$ cat src/rtl/qpsk_demapper_serializer_if.sv
// rtl/qpsk_demapper_serializer_if.sv - symbol-in / bit-out handshake bundle for the QPSK demapper
interface qpsk_demapper_serializer_if;
    logic        valid_in;
    logic [15:0] I_comp;
    logic [15:0] Q_comp;
    logic        ready_out;
    logic        data_out;
    logic        valid_out;
    logic        ready_in;
    logic        block_done;
    logic        sym_err;
    logic [7:0]  err_count;

    modport slave (
        input  valid_in, I_comp, Q_comp, ready_in,
        output ready_out, data_out, valid_out, block_done, sym_err, err_count
    );

    modport master (
        output valid_in, I_comp, Q_comp, ready_in,
        input  ready_out, data_out, valid_out, block_done, sym_err, err_count
    );
endinterface

$ cat src/rtl/qpsk_demapper_serializer.sv
// rtl/qpsk_demapper_serializer.sv - QPSK hard-decision demapper with symbol FIFO and 1-bit serializer
// Flags off-constellation symbols and pulses block_done at each interleaver-block boundary.
module qpsk_demapper_serializer #(
    parameter int          DEPTH      = 4,
    parameter int          BLOCK_SYMS = 96,
    parameter logic [15:0] POS_LEVEL  = 16'h5A82,
    parameter logic [15:0] NEG_LEVEL  = 16'hA57E
) (
    input  logic                          clk_100,
    input  logic                          reset_N,
    qpsk_demapper_serializer_if.slave     bus
);

    localparam int             AW       = $clog2(DEPTH);
    localparam int             CW       = $clog2(BLOCK_SYMS);
    localparam logic [AW:0]    FULL_CNT = (AW+1)'(DEPTH);
    localparam logic [CW-1:0]  BLK_LAST = CW'(BLOCK_SYMS - 1);

    typedef enum logic [1:0] {
        IDLE   = 2'd0,
        SEND_I = 2'd1,
        SEND_Q = 2'd2
    } state_t;

    logic [1:0]    mem [DEPTH];
    logic [AW-1:0] wptr;
    logic [AW-1:0] rptr;
    logic [AW:0]   count;
    logic          full;
    logic          empty;
    logic          push;
    logic          pop;
    logic [1:0]    head;
    logic          bad_i;
    logic          bad_q;

    state_t        state;
    logic          data_r;
    logic          valid_r;
    logic          q_bit;
    logic [CW-1:0] blk_cnt;
    logic          done_r;
    logic          err_r;
    logic [7:0]    err_cnt_r;

    assign full  = (count == FULL_CNT);
    assign empty = (count == '0);
    assign push  = bus.valid_in && !full;
    assign head  = mem[rptr];

    // The serializer pulls the next symbol when idle, or when the Q bit of the
    // current one is being accepted, so back-to-back symbols leave no bubble.
    assign pop = !empty && ((state == IDLE) || ((state == SEND_Q) && bus.ready_in));

    assign bad_i = (bus.I_comp != POS_LEVEL) && (bus.I_comp != NEG_LEVEL);
    assign bad_q = (bus.Q_comp != POS_LEVEL) && (bus.Q_comp != NEG_LEVEL);

    always_ff @(posedge clk_100) begin
        if (push) begin
            mem[wptr] <= {bus.I_comp[15], bus.Q_comp[15]};
        end
    end

    always_ff @(posedge clk_100 or negedge reset_N) begin
        if (!reset_N) begin
            wptr  <= '0;
            rptr  <= '0;
            count <= '0;
        end else begin
            if (push) begin
                wptr <= wptr + 1'b1;
            end
            if (pop) begin
                rptr <= rptr + 1'b1;
            end
            case ({push, pop})
                2'b10:   count <= count + 1'b1;
                2'b01:   count <= count - 1'b1;
                default: count <= count;
            endcase
        end
    end

    always_ff @(posedge clk_100 or negedge reset_N) begin
        if (!reset_N) begin
            err_r     <= 1'b0;
            err_cnt_r <= '0;
        end else begin
            err_r <= push && (bad_i || bad_q);
            if (push && (bad_i || bad_q) && (err_cnt_r != 8'hFF)) begin
                err_cnt_r <= err_cnt_r + 1'b1;
            end
        end
    end

    always_ff @(posedge clk_100 or negedge reset_N) begin
        if (!reset_N) begin
            state   <= IDLE;
            data_r  <= 1'b0;
            valid_r <= 1'b0;
            q_bit   <= 1'b0;
            blk_cnt <= '0;
            done_r  <= 1'b0;
        end else begin
            done_r <= 1'b0;
            case (state)
                IDLE: begin
                    if (pop) begin
                        data_r  <= head[1];
                        q_bit   <= head[0];
                        valid_r <= 1'b1;
                        state   <= SEND_I;
                    end
                end
                SEND_I: begin
                    if (bus.ready_in) begin
                        data_r <= q_bit;
                        state  <= SEND_Q;
                    end
                end
                SEND_Q: begin
                    if (bus.ready_in) begin
                        if (blk_cnt == BLK_LAST) begin
                            blk_cnt <= '0;
                            done_r  <= 1'b1;
                        end else begin
                            blk_cnt <= blk_cnt + 1'b1;
                        end
                        if (pop) begin
                            data_r <= head[1];
                            q_bit  <= head[0];
                            state  <= SEND_I;
                        end else begin
                            valid_r <= 1'b0;
                            state   <= IDLE;
                        end
                    end
                end
                default: begin
                    valid_r <= 1'b0;
                    state   <= IDLE;
                end
            endcase
        end
    end

    assign bus.ready_out  = !full;
    assign bus.data_out   = data_r;
    assign bus.valid_out  = valid_r;
    assign bus.block_done = done_r;
    assign bus.sym_err    = err_r;
    assign bus.err_count  = err_cnt_r;

endmodule

$ cat src/flat_wrapper.sv
// flat-port wrapper written by rule: the top's interface ports become plain ports
module qpsk_demapper_serializer_flat 
#(
    parameter int          DEPTH      = 4,
    parameter int          BLOCK_SYMS = 96,
    parameter logic [15:0] POS_LEVEL  = 16'h5A82,
    parameter logic [15:0] NEG_LEVEL  = 16'hA57E
)
  (clk_100, reset_N, bus_valid_in, bus_I_comp, bus_Q_comp, bus_ready_in, bus_ready_out, bus_data_out, bus_valid_out, bus_block_done, bus_sym_err, bus_err_count);
  qpsk_demapper_serializer_if bus_i ();
  input  logic clk_100;
  input  logic reset_N;
  input wire logic [$bits(bus_i.valid_in)-1:0] bus_valid_in;
  input wire logic [$bits(bus_i.I_comp)-1:0] bus_I_comp;
  input wire logic [$bits(bus_i.Q_comp)-1:0] bus_Q_comp;
  input wire logic [$bits(bus_i.ready_in)-1:0] bus_ready_in;
  output wire logic [$bits(bus_i.ready_out)-1:0] bus_ready_out;
  output wire logic [$bits(bus_i.data_out)-1:0] bus_data_out;
  output wire logic [$bits(bus_i.valid_out)-1:0] bus_valid_out;
  output wire logic [$bits(bus_i.block_done)-1:0] bus_block_done;
  output wire logic [$bits(bus_i.sym_err)-1:0] bus_sym_err;
  output wire logic [$bits(bus_i.err_count)-1:0] bus_err_count;
  assign bus_i.valid_in = bus_valid_in;
  assign bus_i.I_comp = bus_I_comp;
  assign bus_i.Q_comp = bus_Q_comp;
  assign bus_i.ready_in = bus_ready_in;
  assign bus_ready_out = bus_i.ready_out;
  assign bus_data_out = bus_i.data_out;
  assign bus_valid_out = bus_i.valid_out;
  assign bus_block_done = bus_i.block_done;
  assign bus_sym_err = bus_i.sym_err;
  assign bus_err_count = bus_i.err_count;
  qpsk_demapper_serializer #(.DEPTH(DEPTH), .BLOCK_SYMS(BLOCK_SYMS), .POS_LEVEL(POS_LEVEL), .NEG_LEVEL(NEG_LEVEL)) u_core (.clk_100(clk_100), .reset_N(reset_N), .bus(bus_i));
endmodule
$ cat config.mk
export PLATFORM = sky130hd
export DESIGN_NAME = qpsk_demapper_serializer_flat
export DESIGN_NICKNAME = d
export VERILOG_FILES = /design/src/rtl/qpsk_demapper_serializer_if.sv /design/src/rtl/qpsk_demapper_serializer.sv /design/src/flat_wrapper.sv
export SDC_FILE = /design/constraint.sdc
export NUM_CORES = 1
export LEC_CHECK = 0
export BUFFER_PORTS_ARGS = -buffer_cell sky130_fd_sc_hd__buf_2
export CORE_MARGIN = 2
export CORE_UTILIZATION = 52
export DETAILED_ROUTE_END_ITERATION = 6
export PLACE_DENSITY_LB_ADDON = 0.3
export SLEW_MARGIN = 20
export SYNTH_ARGS = -nofsm -noshare
export SYNTH_HDL_FRONTEND = slang
export SYNTH_SLANG_ARGS = --single-unit
$ cat constraint.sdc
create_clock -name clk_100 -period 2.2 [get_ports clk_100]
set_input_delay 0.11 -clock clk_100 [delete_from_list [all_inputs] [get_ports clk_100]]
set_output_delay 0.11 -clock clk_100 [all_outputs]
set_load 0.005 [all_outputs]
After elaboration in Yosys (flattened, before gate mapping)
Memories as Yosys holds them, arrays and structs flattened.
Index checks and enable logic that the tools add are counted.
{"block": "totals", "word_cells": 78, "ff_bits": 29, "latch_bits": 0, "memories": 1, "mem_bits_rw": 8, "input_bits": 36, "rom_bits": 0, "output_inout_bits": 13}
{"memory": "u_core.mem", "words": 4, "word_bits": 2, "rd": 1, "rd_clocked_by_memory_dff": 0, "write_ports": 1, "line_no": "qpsk_demapper_serializer.sv:25", "source": "logic [1:0] mem [DEPTH];"}
{"block": "op_classes", "shift": 0, "n_mul": 0, "addsub": 6, "muxes": 23, "eq_ne": 15, "n_div": 0, "bitwise_logic": 1, "reduce_logical": 21, "magnitude_cmp": 0}
{"op": "$ne A16 B15 Y1 const B", "count": 2}
{"op": "$ne A16 B16 Y1 const B", "count": 2}
{"op": "$mux W1", "count": 14}
{"op": "$add A8 B1 Y8 const B", "count": 1}
{"op": "$ne A8 B8 Y1 const B", "count": 1}
{"op": "$add A7 B1 Y7 const B", "count": 1}
{"op": "$eq A7 B7 Y1 const B", "count": 1}
{"op": "$logic_and A1 B1 Y1", "count": 7}
{"op": "$mux W7", "count": 1}
{"op": "$mux W2", "count": 3}
{"op": "$ne A2 B2 Y1 const B", "count": 3}
{"op": "$pmux W1 S3", "count": 2}
{"op": "$pmux W2 S3", "count": 1}
{"op": "$pmux W3 S2", "count": 1}
{"op": "$reduce_and A3 Y1", "count": 2}
{"op": "$add A2 B1 Y2 const B", "count": 2}
{"op": "$eq A2 B1 Y1 const B", "count": 2}
{"op": "$eq A2 B2 Y1 const B", "count": 2}
{"op": "$reduce_and A2 Y1", "count": 2}
{"op": "$reduce_and A4 Y1", "count": 1}
{"op": "$reduce_bool A2 Y1", "count": 2}
{"op": "$add A3 B1 Y3 const B", "count": 1}
{"op": "$eq A3 B3 Y1 const B", "count": 1}
{"op": "$logic_not A3 Y1", "count": 1}
{"op": "other kinds (8)", "count": 10}

Longest topological paths before layout
Gate-level depths: netlist of run 1.
{"block": "logic_depth", "ltp_word": 7, "ltp_mapped": 10, "depth_no_buf": 10}

Worst setup path before layout of run 1
OpenSTA, ideal clock, no wires.
{"block": "synth_path", "kind": "reg2reg", "from": "register u_core.count[2]", "to": "register u_core.count[2]", "path_buffers": 0, "arrival_ns": 1.806, "setup_slack_ns": 0.315, "required_ns": 2.121, "period_less_slack_ns": 1.885, "path_stages_with_launch": 11, "setup_time_ns": 0.079, "cell_sequence": "dfrtp_1 -> nor3_1 -> nor2_1 -> nand2_1 -> inv_1 -> ha_1 -> inv_1 -> fa_1 -> xor2_1 -> nor2_1 -> xor2_1"}
{"block": "synth_between", "elab_chain_cells": 5, "word_cells_on_any_way": 12, "classes_between": "add/sub: 2; eq/ne: 3; mux: 1; reduce/logical: 6"}
{"item": "start, declared", "line_no": "qpsk_demapper_serializer.sv:28", "source": "logic [AW:0] count;"}
{"item": "start signal, assigned", "line_no": "qpsk_demapper_serializer.sv:77", "source": "2'b10: count <= count + 1'b1;"}
{"item": "start signal, assigned", "line_no": "qpsk_demapper_serializer.sv:78", "source": "2'b01: count <= count - 1'b1;"}
{"item": "start signal, assigned", "line_no": "qpsk_demapper_serializer.sv:79", "source": "default: count <= count;"}
{"item": "$logic_not A3 Y1 *", "line_no": "qpsk_demapper_serializer.sv:47", "source": "assign empty = (count == '0);"}
{"item": "$logic_not A1 Y1 *", "line_no": "qpsk_demapper_serializer.sv:53", "source": "assign pop = !empty && ((state == IDLE) || ((state == SEND_Q) && bus.ready_in));"}
{"item": "$logic_and A1 B1 Y1 *", "line_no": "qpsk_demapper_serializer.sv:53"}
{"item": "net u_core.pop", "line_no": "qpsk_demapper_serializer.sv:32", "source": "logic pop;"}
{"item": "$eq A2 B1 Y1 or $eq A2 B2 Y1 (tied branches)", "line_no": "qpsk_demapper_serializer.sv:76", "source": "case ({push, pop})"}
{"item": "$pmux W3 S2 or $reduce_bool A2 Y1 (tied branches)"}
The timed path passes the listed nets; every way through them passes the cells marked *.
A chain may end at the register's enable or synchronous reset.

Worst setup path after layout of run 1
Same ends and word-level chain as after synthesis.

==> results of run 1 <==
per-stage QoR:
stage | hold WS, ns | utilization | instances
after detailed placement | 0.167 | 0.617 | 260
after global placement | 0.150 | 0.617 | 260
after CTS | 0.0507 | 0.643 | 269
after global routing | 0.0636 | 0.644 | 269
after floorplan | -0.186 | - | 165
final | 0.0587 | 0.644 | 269
synthesized netlist by cell type:
| master | number | area share |
|---|---|---|
| a21boi_0 | 1 | 0.0039 |
| a21boi_4 | 1 | 0.0097 |
| a22oi_4 | 1 | 0.011 |
| and2_1 | 4 | 0.013 |
| and3_1 | 4 | 0.013 |
| and4b_1 | 4 | 0.021 |
| and4bb_2 | 2 | 0.013 |
| clkbuf_1 | 1 | 0.0019 |
| dfrtp_1 | 29 | 0.38 |
| edfxtp_1 | 8 | 0.12 |
| fa_1 | 1 | 0.010 |
| ha_1 | 7 | 0.045 |
| inv_1 | 7 | 0.014 |
| mux2_2 | 1 | 0.0058 |
| mux2_4 | 1 | 0.0078 |
| mux2i_1 | 1 | 0.0052 |
| mux4_2 | 2 | 0.023 |
| nand2_1 | 16 | 0.031 |
| nand2b_1 | 3 | 0.0097 |
| nand3_1 | 5 | 0.013 |
| nand3b_1 | 3 | 0.012 |
| nand4_1 | 7 | 0.023 |
| nor2_1 | 8 | 0.016 |
| nor2_2 | 1 | 0.0032 |
| nor3_1 | 4 | 0.010 |
| nor3b_1 | 4 | 0.016 |
| nor4b_1 | 2 | 0.0091 |
| nor4b_2 | 2 | 0.016 |
| nor4bb_1 | 6 | 0.031 |
| o21ai_0 | 10 | 0.026 |
| o21bai_1 | 1 | 0.0039 |
| o221a_2 | 1 | 0.0058 |
| or2_1 | 1 | 0.0032 |
| or3b_2 | 1 | 0.0045 |
| or4b_1 | 1 | 0.0052 |
| xnor2_1 | 6 | 0.027 |
| xor2_1 | 8 | 0.036 |
flip-flops by register name, indices dropped and copies added (netlist names):
name / flops
u_core.blk_cnt: 7
u_core.rptr: 2
u_core.bus.data_out: 1
u_core.count: 3
u_core.bus.err_count: 8
u_core.bus.sym_err: 1
u_core.mem: 8
u_core.state: 2
u_core.bus.valid_out: 1
u_core.q_bit: 1
u_core.bus.block_done: 1
u_core.wptr: 2
final cells by class:
type                            count  area (sq um)  share of cell area
Multi-Input combinational cell    120           935               0.402
Tap cell                           48          60.1              0.0258
Clock buffer                        5          68.8              0.0296
Clock inverter                      3          16.3             0.00700
Inverter                            7          26.3              0.0113
Timing Repair Buffer               49           250               0.108
Sequential cell                    37           967               0.416
cell families (layout without fill, tap and decap cells):
kind of cell,Yosys count,count (layout),synth area share
AO/OA/AOI/OAI,15,15,0.0604
XOR/XNOR,14,14,0.0636
adder cells (fa/ha/maj),8,8,0.0558
buffers and inverters,8,64,0.0156
flip-flops,37,37,0.501
multiplexers,5,5,0.0422
AND/OR/NAND/NOR,78,78,0.262
worst max-delay path by stage:
| stage | start | end | slack (ns) |
|---|---|---|---|
| after floorplan | u_core.count[2] | u_core.count[2] | 0.32 |
| after global placement | u_core.count[2] | u_core.count[2] | 0.23 |
| after detailed placement | u_core.count[2] | u_core.count[2] | 0.14 |
| after CTS | u_core.count[2] | u_core.count[2] | 0.11 |
| after global routing | u_core.count[0] | u_core.count[2] | 0.02 |
| final | u_core.count[2] | u_core.count[2] | 0.18 |
power by group through the flow:
stage               combinational [mW]  clock, mW  sequential (mW)
CTS                              0.900      0.466             1.17
global route                      1.03      0.499             1.21
floorplan                        0.626          0             1.14
finish                           0.891      0.452             1.17
detailed placement               0.889          0             1.18
global placement                 0.845          0             1.16
metal layers:
layer,GRT usage,vias to the layer above,part of all wire
li1,-,715,-
met1,0.218,678,0.42
met2,0.329,48,0.51
met3,0.0590,4,0.057
met4,0.0771,0,0.011
met5,0,-,0
worst reg2reg max path, stage by stage, from the launching register on:
cell,delay [ns]
dfrtp_2,0.42
nor3_1,0.08
nor2_1,0.16
nand2_2,0.12
inv_1,0.12
ha_1,0.19
inv_1,0.06
fa_1,0.37
xor2_1,0.15
nor2_1,0.11
xor2_1,0.17
timing repair:
item,4_1_cts,5_1_grt
endpoints found under the setup margin,0,2
resized for setup,0,2
hold endpoints to repair,29,0
hold buffers,1,0
==> impl_metrics.env, run 1 <==
export IMPL_worst_slack_ns=0.180
export IMPL_grt_total_usage=0.190
export IMPL_fmax_mhz=495
export IMPL_ir_drop_v=0.000378
export IMPL_clockRootBuffer="clkbuf_8"
export IMPL_finish_instance_area_sq_um=2320
export IMPL_hold_violations=0
export IMPL_r2r_start="u_core.count[2]"
export IMPL_grt_pass1_vias=1380
export IMPL_syn_nets=209
export IMPL_p_total_mw=2.51
export IMPL_path_buf_inv=2
export IMPL_numPortBuffers=48
export IMPL_status="finished clean"
export IMPL_worstHoldPathCells=2
export IMPL_final_nets=264
export IMPL_combPwrFrac=0.355
export IMPL_num_vias=1445
export IMPL_grt_pass1_wl_microns=5920
export IMPL_seqPwrFrac=0.465
export IMPL_die_width_microns=64.9
export IMPL_crit_family="adder cells"
export IMPL_startpoint_type="register"
export IMPL_drt_pass1_iter_count=4
export IMPL_placed_area_sq_um=2220
export IMPL_wl_per_cell_microns=13.0
export IMPL_yosysUniqueCellTypes=37
export IMPL_finalClockSkew_ns=0.00395
export IMPL_start_util=0.535
export IMPL_critPathKind="reg -> reg"
export IMPL_antenna_found_initial=0
export IMPL_viasPerCell=5.37
export IMPL_drive_gt1_frac=0.321
export IMPL_layout_commonest_cell="buf_2"
export IMPL_antenna_cells=0
export IMPL_synth_area_sq_um=1930
export IMPL_cp_depth=10
export IMPL_die_h_microns=64.9
export IMPL_totalWireLength_microns=3510
export IMPL_avgSynthCellArea_sq_um=11.7
export IMPL_clock_latency_ns=0.28
export IMPL_swShare=0.353
export IMPL_cts_tree="yes"
export IMPL_whs_endpoint="u_core.state[0]"
export IMPL_rsz0062_at_grt="false"
export IMPL_grt_overflow=0
export IMPL_fin_crit_sh=0.918
export IMPL_ys_seq_elements=37
export IMPL_rr_endpoint="u_core.count[2]"
export IMPL_place_hpwl_microns=2760
export IMPL_relSlewSlack=0.578
export IMPL_worstPathMaxFanout=5
export IMPL_reg2reg_depth=10
export IMPL_cts_htree_levels=2
export IMPL_p_sw_uw=887
export IMPL_clk_path_buf_depth=2
export IMPL_drv_cap=0
export IMPL_syn_inst=165
export IMPL_drt_iter0_drc=32
export IMPL_drc=0
export IMPL_io_pins=49
export IMPL_crit_arrival_ns=2.22
export IMPL_post_cts_buffers=0
export IMPL_cts_clk_slew_worst_paths_ns=0.07
export IMPL_hp_class="in -> reg"
export IMPL_timing_critical_path_cells="nor3_1 > nor2_1 > nand2_2 > inv_1 > ha_1 > inv_1 > fa_1 > xor2_1 > nor2_1 > xor2_1"
export IMPL_worst_pin_slew_ns=0.633
export IMPL_leakage_nw=1.08
export IMPL_final_cell_mix="buf_2 (48), dfrtp_1 (28), nand2_1 (15)"
export IMPL_place_congestion=0.740
export IMPL_power_density_nw_per_um2=1080
export IMPL_syn2layout_area_growth_pct=20.5
export IMPL_rrSetupSlack_ns=0.18
export IMPL_p_int_mw=1.62
export IMPL_ant_nets=0
export IMPL_grt_max_degree=30
export IMPL_seq_area_frac_synth=0.501
export IMPL_pre_cts_ws_ns=0.137
export IMPL_power_frac_clock=0.180
export IMPL_row_count=22
export IMPL_fill_cells=285
export IMPL_numCtsBuffers=5
export IMPL_cts_sinks=37
export IMPL_slew_violations=0
export IMPL_cpPeakStageDelay_ns=0.42
export IMPL_end_kind="register"
export IMPL_yosysWarnings=0
export IMPL_required_ns=2.40
export IMPL_cp_slowest_cell="dfrtp_2"
export IMPL_holdCritStartpoint="bus_ready_in"
export IMPL_setup_viol=0
export IMPL_fin_crit_ns=2.02
export IMPL_coreArea_sq_um=3610
export IMPL_final_setup_tns_ns=0
export IMPL_dieArea_sq_um=4210
Note: power is estimated with default switching activity, not from simulation.
==> run 2, diff against run 1 <==
MAX_ROUTING_LAYER = met4   (was not set)
==> impl_metrics.env, run 2 (synthesis gave the netlist of run 1 again) <==
export IMPL_status="finished clean"
export IMPL_cts_htree_levels=2
export IMPL_clk_path_buf_depth=2
export IMPL_numPortBuffers=48
export IMPL_final_setup_tns_ns=0
export IMPL_antenna_cells=0
export IMPL_dieArea_sq_um=4210
export IMPL_setup_viol=0
export IMPL_cp_slowest_cell="dfrtp_2"
export IMPL_viasPerCell=5.35
export IMPL_grt_max_degree=30
export IMPL_post_cts_buffers=0
export IMPL_drive_gt1_frac=0.321
export IMPL_timing_critical_path_cells="nor3_1 > nor2_1 > nand2_2 > inv_1 > ha_1 > inv_1 > fa_1 > xor2_1 > nor2_1 > xor2_1"
export IMPL_power_density_nw_per_um2=1080
export IMPL_drv_cap=0
export IMPL_grt_pass1_wl_microns=5910
export IMPL_relSlewSlack=0.578
export IMPL_io_pins=49
export IMPL_place_congestion=0.750
export IMPL_coreArea_sq_um=3610
export IMPL_layout_commonest_cell="buf_2"
export IMPL_cts_clk_slew_worst_paths_ns=0.07
export IMPL_cts_tree="yes"
export IMPL_rsz0062_at_grt="false"
export IMPL_crit_arrival_ns=2.22
export IMPL_antenna_found_initial=0
export IMPL_ant_nets=0
export IMPL_clockRootBuffer="clkbuf_8"
export IMPL_hp_class="in -> reg"
export IMPL_fmax_mhz=495
export IMPL_numCtsBuffers=5
export IMPL_slew_violations=0
export IMPL_critPathKind="reg -> reg"
export IMPL_die_h_microns=64.9
export IMPL_grt_overflow=0
export IMPL_ir_drop_v=0.000380
export IMPL_start_util=0.535
export IMPL_worst_pin_slew_ns=0.633
export IMPL_fin_crit_sh=0.918
export IMPL_final_nets=264
export IMPL_row_count=22
export IMPL_drt_iter0_drc=33
export IMPL_startpoint_type="register"
export IMPL_num_vias=1440
export IMPL_post_route_util=0.644
export IMPL_die_width_microns=64.9
export IMPL_drc=0
export IMPL_grt_total_usage=0.194
export IMPL_hold_violations=0
export IMPL_wl_per_cell_microns=13.0
export IMPL_fin_crit_ns=2.02
export IMPL_cpPeakStageDelay_ns=0.42
export IMPL_syn2layout_area_growth_pct=20.5
export IMPL_final_cell_mix="buf_2 (48), dfrtp_1 (28), nand2_1 (15)"
export IMPL_drt_pass1_iter_count=4
export IMPL_place_hpwl_microns=2760
export IMPL_leakage_nw=1.08
export IMPL_clock_latency_ns=0.28
export IMPL_worstPathMaxFanout=5
export IMPL_totalWireLength_microns=3510
export IMPL_required_ns=2.40
export IMPL_cts_sinks=37
export IMPL_finalClockSkew_ns=0.00430
export IMPL_fin_hold_ws_ns=0.0574
export IMPL_grt_pass1_vias=1384
export IMPL_end_kind="register"
run 2: cell counts in the layout (fill, tap and decap cells not counted):
No cell type changed its count.
run 2: layout make-up:
class,instances,area [sq um]
well taps,48,60.1
inverters,7,26.3
clock inverters,3,16.3
repair buffers,49,250
clock buffers,5,68.8
flip-flops and latches,37,967
multi-input cells,120,935
fillers,285,1280
run 2: where the power goes:
group	switching (mW)	total, mW	internal (mW)
registers	0.221	1.17	0.948
clock network	0.232	0.451	0.219
logic	0.434	0.891	0.458
total	0.886	2.51	1.62
run 2: path summary, 6_finish.rpt:
path / start / end / slack, ns / cells after the start
hold / removal: bus_ready_in / u_core.state[0] / 0.06 / 2
max in group asynchronous: reset_N / u_core.count[2] / 1.38 / 2
setup / recovery: u_core.count[2] / u_core.count[2] / 0.18 / 10
setup reg to reg: u_core.count[2] / u_core.count[2] / 0.18 / 10
min in group asynchronous: reset_N / u_core.bus.valid_out / 0.37 / 2
hold reg to reg: u_core.blk_cnt[1] / u_core.blk_cnt[1] / 0.49 / 2
run 2: critical path: cells and delay by family (launching register included):
family | cells | cell delay, ns
adder cells (fa/ha/maj) | 2 | 0.56
AND/OR/NAND/NOR | 4 | 0.47
flip-flops | 1 | 0.42
XOR/XNOR | 2 | 0.32
buffers and inverters | 2 | 0.18
run 2: routing by layer:
metal	global-route usage	part of all wire	wire length, microns	up-vias
met5	-	0	0	-
met4	0.0931	0.019	67	0
met3	0.0434	0.059	207	6
met2	0.329	0.50	1760	49
met1	0.218	0.42	1470	672
li1	-	-	-	713
run 2: what timing repair did:
item / 4_1_cts / 5_1_grt
hold buffers: 1 / 0
setup endpoints to repair: 0 / 2
endpoints found under the hold margin: 29 / 0
gates resized for setup: 0 / 2
run 2: per-stage QoR:
step           total power, mW  cells  cell area (sq um)  setup WS (ns)
3_5_place_dp              2.07    260               2220          0.137
4_1_cts                   2.54    269               2320          0.106
6_report                  2.51    269               2320          0.180
3_3_place_gp              2.00    260               2220          0.226
5_1_grt                   2.73    269               2320         0.0190
2_1_floorplan             1.77    165               1930          0.315
